`src/rtl/reg_wb_arbiter.sv`:
```
// ---------------------------------------------------------------------------
// reg_wb_arbiter
//
// Purpose:
//   Arbitrates register-file writeback between the main pipeline (requester 0)
//   and a multi-cycle execution unit (requester 1). It grants one requester
//   per cycle using a two-entry round-robin pointer and drives a registered
//   register-file write port.
//
//   It also keeps a pending-destination scoreboard (busy). An accepted issue
//   marks its destination pending. A requester-1 completion clears that mark.
//   Source addresses can be checked against the scoreboard for hazards.
//
// Ports:
//   clk, rst_n                       clock, asynchronous active-low reset
//   req0_valid/wa/wd, req0_ready     pipeline writeback request and grant
//   req1_valid/wa/wd, req1_ready     multi-cycle completion request and grant
//   issue_valid, issue_rd            multi-cycle issue marking issue_rd pending
//   issue_ready                      issue_rd is not pending
//   chk_adr1, chk_adr2, hazard       source hazard check against the scoreboard
//   rf_en, rf_wa, rf_wd              registered register-file write port
// ---------------------------------------------------------------------------
module reg_wb_arbiter #(
  parameter int DATA_W = 32,
  parameter int ADDR_W = 5,
  parameter int NREG   = 32
) (
  input  logic              clk,
  input  logic              rst_n,
  input  logic              req0_valid,
  input  logic [ADDR_W-1:0] req0_wa,
  input  logic [DATA_W-1:0] req0_wd,
  output logic              req0_ready,
  input  logic              req1_valid,
  input  logic [ADDR_W-1:0] req1_wa,
  input  logic [DATA_W-1:0] req1_wd,
  output logic              req1_ready,
  input  logic              issue_valid,
  input  logic [ADDR_W-1:0] issue_rd,
  output logic              issue_ready,
  input  logic [ADDR_W-1:0] chk_adr1,
  input  logic [ADDR_W-1:0] chk_adr2,
  output logic              hazard,
  output logic              rf_en,
  output logic [ADDR_W-1:0] rf_wa,
  output logic [DATA_W-1:0] rf_wd
);

  // ptr_reg = 0 prefers requester 0 on contention, 1 prefers requester 1.
  logic              ptr_reg;
  logic              grant0;
  logic              grant1;

  logic              wr_fire;
  logic [ADDR_W-1:0] wr_wa;
  logic [DATA_W-1:0] wr_wd;

  logic [NREG-1:0]   busy_reg;
  logic [NREG-1:0]   busy_next;
  logic [NREG-1:0]   set_vec;
  logic [NREG-1:0]   clr_vec;
  logic [NREG-1:0]   sel_issue;
  logic [NREG-1:0]   sel_chk1;
  logic [NREG-1:0]   sel_chk2;
  logic              busy_issue;
  logic              issue_fire;

  // -------------------------------------------------------------------------
  // Grant logic. Grants are combinational. They are gated by rst_n so that
  // all ready outputs stay low while reset is held.
  // -------------------------------------------------------------------------
  always_comb begin
    grant0 = rst_n & req0_valid & (~req1_valid | ~ptr_reg);
    grant1 = rst_n & req1_valid & (~req0_valid |  ptr_reg);
  end

  assign req0_ready = grant0;
  assign req1_ready = grant1;

  // Writeback selection. A transfer to x0 is still granted, but it never
  // produces a write strobe.
  always_comb begin
    wr_wa = req0_wa;
    wr_wd = req0_wd;
    if (grant1) begin
      wr_wa = req1_wa;
      wr_wd = req1_wd;
    end
    wr_fire = (grant0 | grant1) & (wr_wa != '0);
  end

  // Round-robin pointer. After a transfer it points at the other requester.
  // It holds its value when no transfer occurs.
  always_ff @(posedge clk or negedge rst_n) begin
    if (!rst_n) begin
      ptr_reg <= 1'b0;
    end else if (grant0) begin
      ptr_reg <= 1'b1;
    end else if (grant1) begin
      ptr_reg <= 1'b0;
    end
  end

  // Registered write port. The address and data hold between strobes.
  always_ff @(posedge clk or negedge rst_n) begin
    if (!rst_n) begin
      rf_en <= 1'b0;
      rf_wa <= '0;
      rf_wd <= '0;
    end else begin
      rf_en <= wr_fire;
      if (wr_fire) begin
        rf_wa <= wr_wa;
        rf_wd <= wr_wd;
      end
    end
  end

  // -------------------------------------------------------------------------
  // Scoreboard. Each bit has its own set, clear and lookup terms.
  // Bit 0 is never set, so x0 can never look pending.
  // -------------------------------------------------------------------------
  genvar gi;
  generate
    for (gi = 0; gi < NREG; gi++) begin : g_sb
      if (gi == 0) begin : g_zero
        assign set_vec[gi] = 1'b0;
      end else begin : g_nz
        assign set_vec[gi] = issue_fire & (issue_rd == ADDR_W'(gi));
      end
      assign clr_vec[gi]   = grant1 & (req1_wa == ADDR_W'(gi));
      assign sel_issue[gi] = busy_reg[gi] & (issue_rd == ADDR_W'(gi));
      assign sel_chk1[gi]  = busy_reg[gi] & (chk_adr1 == ADDR_W'(gi));
      assign sel_chk2[gi]  = busy_reg[gi] & (chk_adr2 == ADDR_W'(gi));
    end
  endgenerate

  always_comb begin
    busy_issue  = |sel_issue;
    issue_ready = rst_n & ~busy_issue;
    issue_fire  = issue_valid & issue_ready;
    // When a set and a clear hit the same bit in one cycle, the set wins.
    // The newly issued operation still owns that register.
    busy_next   = (busy_reg & ~clr_vec) | set_vec;
    hazard      = ((chk_adr1 != '0) & (|sel_chk1)) |
                  ((chk_adr2 != '0) & (|sel_chk2));
  end

  always_ff @(posedge clk or negedge rst_n) begin
    if (!rst_n) begin
      busy_reg <= '0;
    end else begin
      busy_reg <= busy_next;
    end
  end

endmodule

```
`config.mk`:
```
export PLATFORM = sky130hd
export DESIGN_NAME = reg_wb_arbiter
export DESIGN_NICKNAME = d
export VERILOG_FILES = /design/src/rtl/reg_wb_arbiter.sv
export SDC_FILE = /design/constraint.sdc
export NUM_CORES = 1
export LEC_CHECK = 0
export ABC_CLOCK_PERIOD_IN_PS = 2720
export BUFFER_PORTS_ARGS = -buffer_cell sky130_fd_sc_hd__buf_2
export CAP_MARGIN = 20
export CORE_MARGIN = 2
export CORE_UTILIZATION = 30
export DETAILED_ROUTE_END_ITERATION = 10
export GPL_ROUTABILITY_DRIVEN = 0
export PLACE_DENSITY = 0.52
export SLEW_MARGIN = 20
export SYNTH_ARGS = -nofsm -noshare
export SYNTH_HDL_FRONTEND = slang
export SYNTH_SLANG_ARGS = --single-unit
```
`constraint.sdc`:
```
create_clock -name clk -period 2.72 [get_ports clk]
set_clock_uncertainty 0.2 [all_clocks]
set_input_delay 0.408 -clock clk [delete_from_list [all_inputs] [get_ports clk]]
set_output_delay 0.408 -clock clk [all_outputs]
set_load 0.01 [all_outputs]
```
==> flow_summary_export.csv <==
group,metric,value,unit
clock_tree,clock_latency,0.33,ns
global_route,grt_pass1_vias,4629,
clock_tree,clock_path_buffers,2,
final_layout,n_fill_cell,1552,
worst_setup_path,critPathKind,"register to primary output",
final_layout,areaGrowthSynthToFinish,29.69,%
timing,hold_viol,8,
clock_tree,post-cts-setup-buffers,0,
synth,yosysWarnings,0,
clock_tree,cts_made_buffers,9,
synth,synth_nets,639,
worst_setup_path,crit_start,"busy_reg[9]",
worst_setup_path,cp-start-kind,"register",
detailed_routing,drt-initial-drc-count,253,
worst_setup_path,cp_max_fo,2,
timing,fin_setup_tns,0,ns
worst_setup_path,r2r_setup_slack,0.44,ns
timing,timing.final.ws_setup,0.02558,ns
worst_setup_path,end_kind,"primary output",
final_layout,antenna_cells,0,
timing,setup_violations,0,
timing,fin_hold_ws,-0.004962,ns
floorplan,start_util,30.58,%
detailed_routing,drt_wl_total,15440,µm
timing,max_freq,371.1,MHz
detailed_routing,ant_nets,0,
outcome,violations,"hold timing",
global_route,grt_overflow_total,0,
outcome,outcome,"finished, violations left",
synth,seq_area_frac_synth,38.36,%
final_layout,nNetsFinal,781,
worst_setup_path,required,2.11,ns
synth,synth_edf_count,0,
worst_setup_path,r2r_start,"busy_reg[9]",
floorplan,die_w,128.3,µm
floorplan,pin_count,136,
synth,avgSynthCellArea,8.499,µm²
timing,period_share,99.06,%
placed_design,dp_hpwl,11500,µm
flow_run,maxCapViolations,0,
detailed_routing,via_per_inst,5.451,
placed_design,post-place-ws,-0.1184,ns
detailed_routing,dr_total_vias,4797,
final_layout,fin_util,39.66,%
clock_tree,h-tree-depth,3,
timing,maxSlewViolCount,0,
clock_tree,clock-root-buffer,"clkbuf_16",
power_and_ir_drop,power.density,600.2,nW/µm²
synth,synthTopCellsByArea,"dfrtp_1, mux2_2, nand2_1",
synth,async_flop_share,100.0,%
global_route,grt_use_total,18.86,%
detailed_routing,dr.pass1.iters,4,
worst_setup_path,cp.arrival,2.09,ns
global_route,grt_antenna_before_repair,0,
floorplan,core_area,15150,µm²
floorplan,die_h,128.3,µm
detailed_routing,drc_errors,0,
worst_setup_path,crit_slowest_cell,"dfrtp_1",
synth,ys_ff_latch,71,
placed_design,port-buffer-count,135,
min_path,min_path_type,"input port to async pin",
final_layout,drive_gt1_share,37.14,%
worst_setup_path,max_stage_delay,0.39,ns
floorplan,fp-row-count,45,
detailed_routing,wl_per_cell,17.55,µm
power_and_ir_drop,p_leak,0.002799,µW
timing,layout_min_cycle_time,2.694,ns
global_route,grt_pass1_wl,24400,µm
clock_tree,cts.sinks,71,
worst_setup_path,path_cells,"mux2_4 -> a32o_2 -> nor4_4 -> nand3_2 -> a2111oi_4 -> buf_2",
clock_tree,cts_tree,"yes",
timing,max_slew.worst_pin.slew,0.6934,ns
global_route,grt_max_degree,40,
timing,rsz0062_at_grt,"true",
synth,postSynthCellCount,545,
floorplan,dieArea,16450,µm²
power_and_ir_drop,ir_drop,0.0002871,V
synth,synthDistinctLibCells,61,
synth,syn_area,4632,µm²
timing,slew_headroom,53.68,%
clock_tree,clk_pin_slew,0.06,ns
synth,synth_top_cell_area_share,38.36,%
synth,synthFlopType,"dfrtp_1",
synth,synth_top_area_cell,"dfrtp_1",
## cell families (layout without fill, tap and decap cells)
| kind of cell | after synthesis | after routing | synth area share [%] |
|---|---|---|---|
| AND/OR/NAND/NOR | 249 | 249 | 25.96 |
| flip-flops | 71 | 71 | 38.36 |
| buffers and inverters | 46 | 193 | 4.700 |
| AO/OA/AOI/OAI | 121 | 121 | 17.10 |
| multiplexers | 58 | 58 | 13.88 |
## power breakdown
part / internal (µW) / switching [µW] / leakage [µW]
logic: 455 / 500 / 0.00178
clock network: 711 / 454 / 0.000142
registers: 1260 / 229 / 0.000873
## critical path, delay by kind of cell, from the launching register on
kind | cells | cell delay, ns
compound gates | 2 | 0.48
simple gates | 2 | 0.43
flops | 1 | 0.39
mux | 1 | 0.27
buf+inv | 1 | 0.20
## final timing paths
path                                      to  cells past startpoint
min in group clk                     ptr_reg                      2
worst max-delay path             issue_ready                      6
worst min-delay path             busy_reg[1]                      2
worst min register to register      rf_wd[9]                      1
worst max register to register  busy_reg[13]                      6
max in group asynchronous              rf_en                      2
## per-layer routing
layer  share of wire (%)  global-route usage, %  vias to the layer above
met1                  45                  25.33                     2282
met5                   0                      0                        -
met2                  44                  28.54                      242
li1                    -                      -                     2239
met4                 2.6                  6.981                        0
met3                 9.2                  5.801                       34
## per-stage QoR
| step | hold WS [ns] | instances | power [µW] | instance area, µm² |
|---|---|---|---|---|
| 6_report | -0.004962 | 880 | 3605 | 6007 |
| 5_1_grt | 0.03049 | 880 | 3810 | 6007 |
| 4_1_cts | 0.001288 | 880 | 3618 | 5981 |
| 3_5_place_dp | 0.05337 | 864 | 2421 | 5642 |
| 3_3_place_gp | 0.05585 | 864 | 2412 | 5642 |
| 2_1_floorplan | -0.08759 | 545 | 1930 | 4632 |
## synth_stat cells, drive strengths merged (3+ instances only)
cell type / number
or3: 3
and3b: 3
nand3: 25
and3: 7
nand4: 4
nor2b: 5
a221oi: 3
nor3: 5
mux2: 50
clkbuf: 16
o21ai: 59
buf: 20
nand2: 142
nand2b: 8
o41ai: 4
mux2i: 8
or2: 5
nor4bb: 3
nand3b: 11
nor2: 15
o31ai: 10
dfrtp: 71
a21oi: 6
or4b: 3
a31oi: 11
inv: 10
nor3b: 4
## placed cells by master (no fill, tap or decap), drive strengths merged, types with 3 or more instances in the layout
master / instances
nand3b: 11
nor2b: 5
buf: 166
a21oi: 6
a221oi: 3
or4b: 3
inv: 11
and3b: 3
clkinv: 3
o31ai: 10
nand2: 142
mux2i: 8
nand3: 25
nand4: 4
mux2: 50
clkbuf: 9
nor2: 15
or3: 3
o21ai: 59
or2: 5
nor3b: 4
and3: 7
nand2b: 8
o41ai: 4
nor3: 5
nor4bb: 3
a31oi: 11
dfrtp: 71
## final cells by class
cell class | count | area, µm² | area share (%)
Multi-Input combinational cell | 428 | 2711 | 45.14
Sequential cell | 71 | 1779 | 29.62
Timing Repair Buffer | 167 | 945.9 | 15.75
Tap cell | 188 | 235.2 | 3.916
Clock buffer | 9 | 225.2 | 3.749
Clock inverter | 7 | 72.57 | 1.208
Inverter | 10 | 37.54 | 0.6249
## timing repair
item | 4_1_cts | 5_1_grt
pin swaps | 5 | 6
gates resized for setup | 7 | 7
hold endpoints to repair | 6 | 0
hold buffers | 1 | 0
endpoints found under the setup margin | 2 | 2
Note: power is estimated with default switching activity, not from simulation.
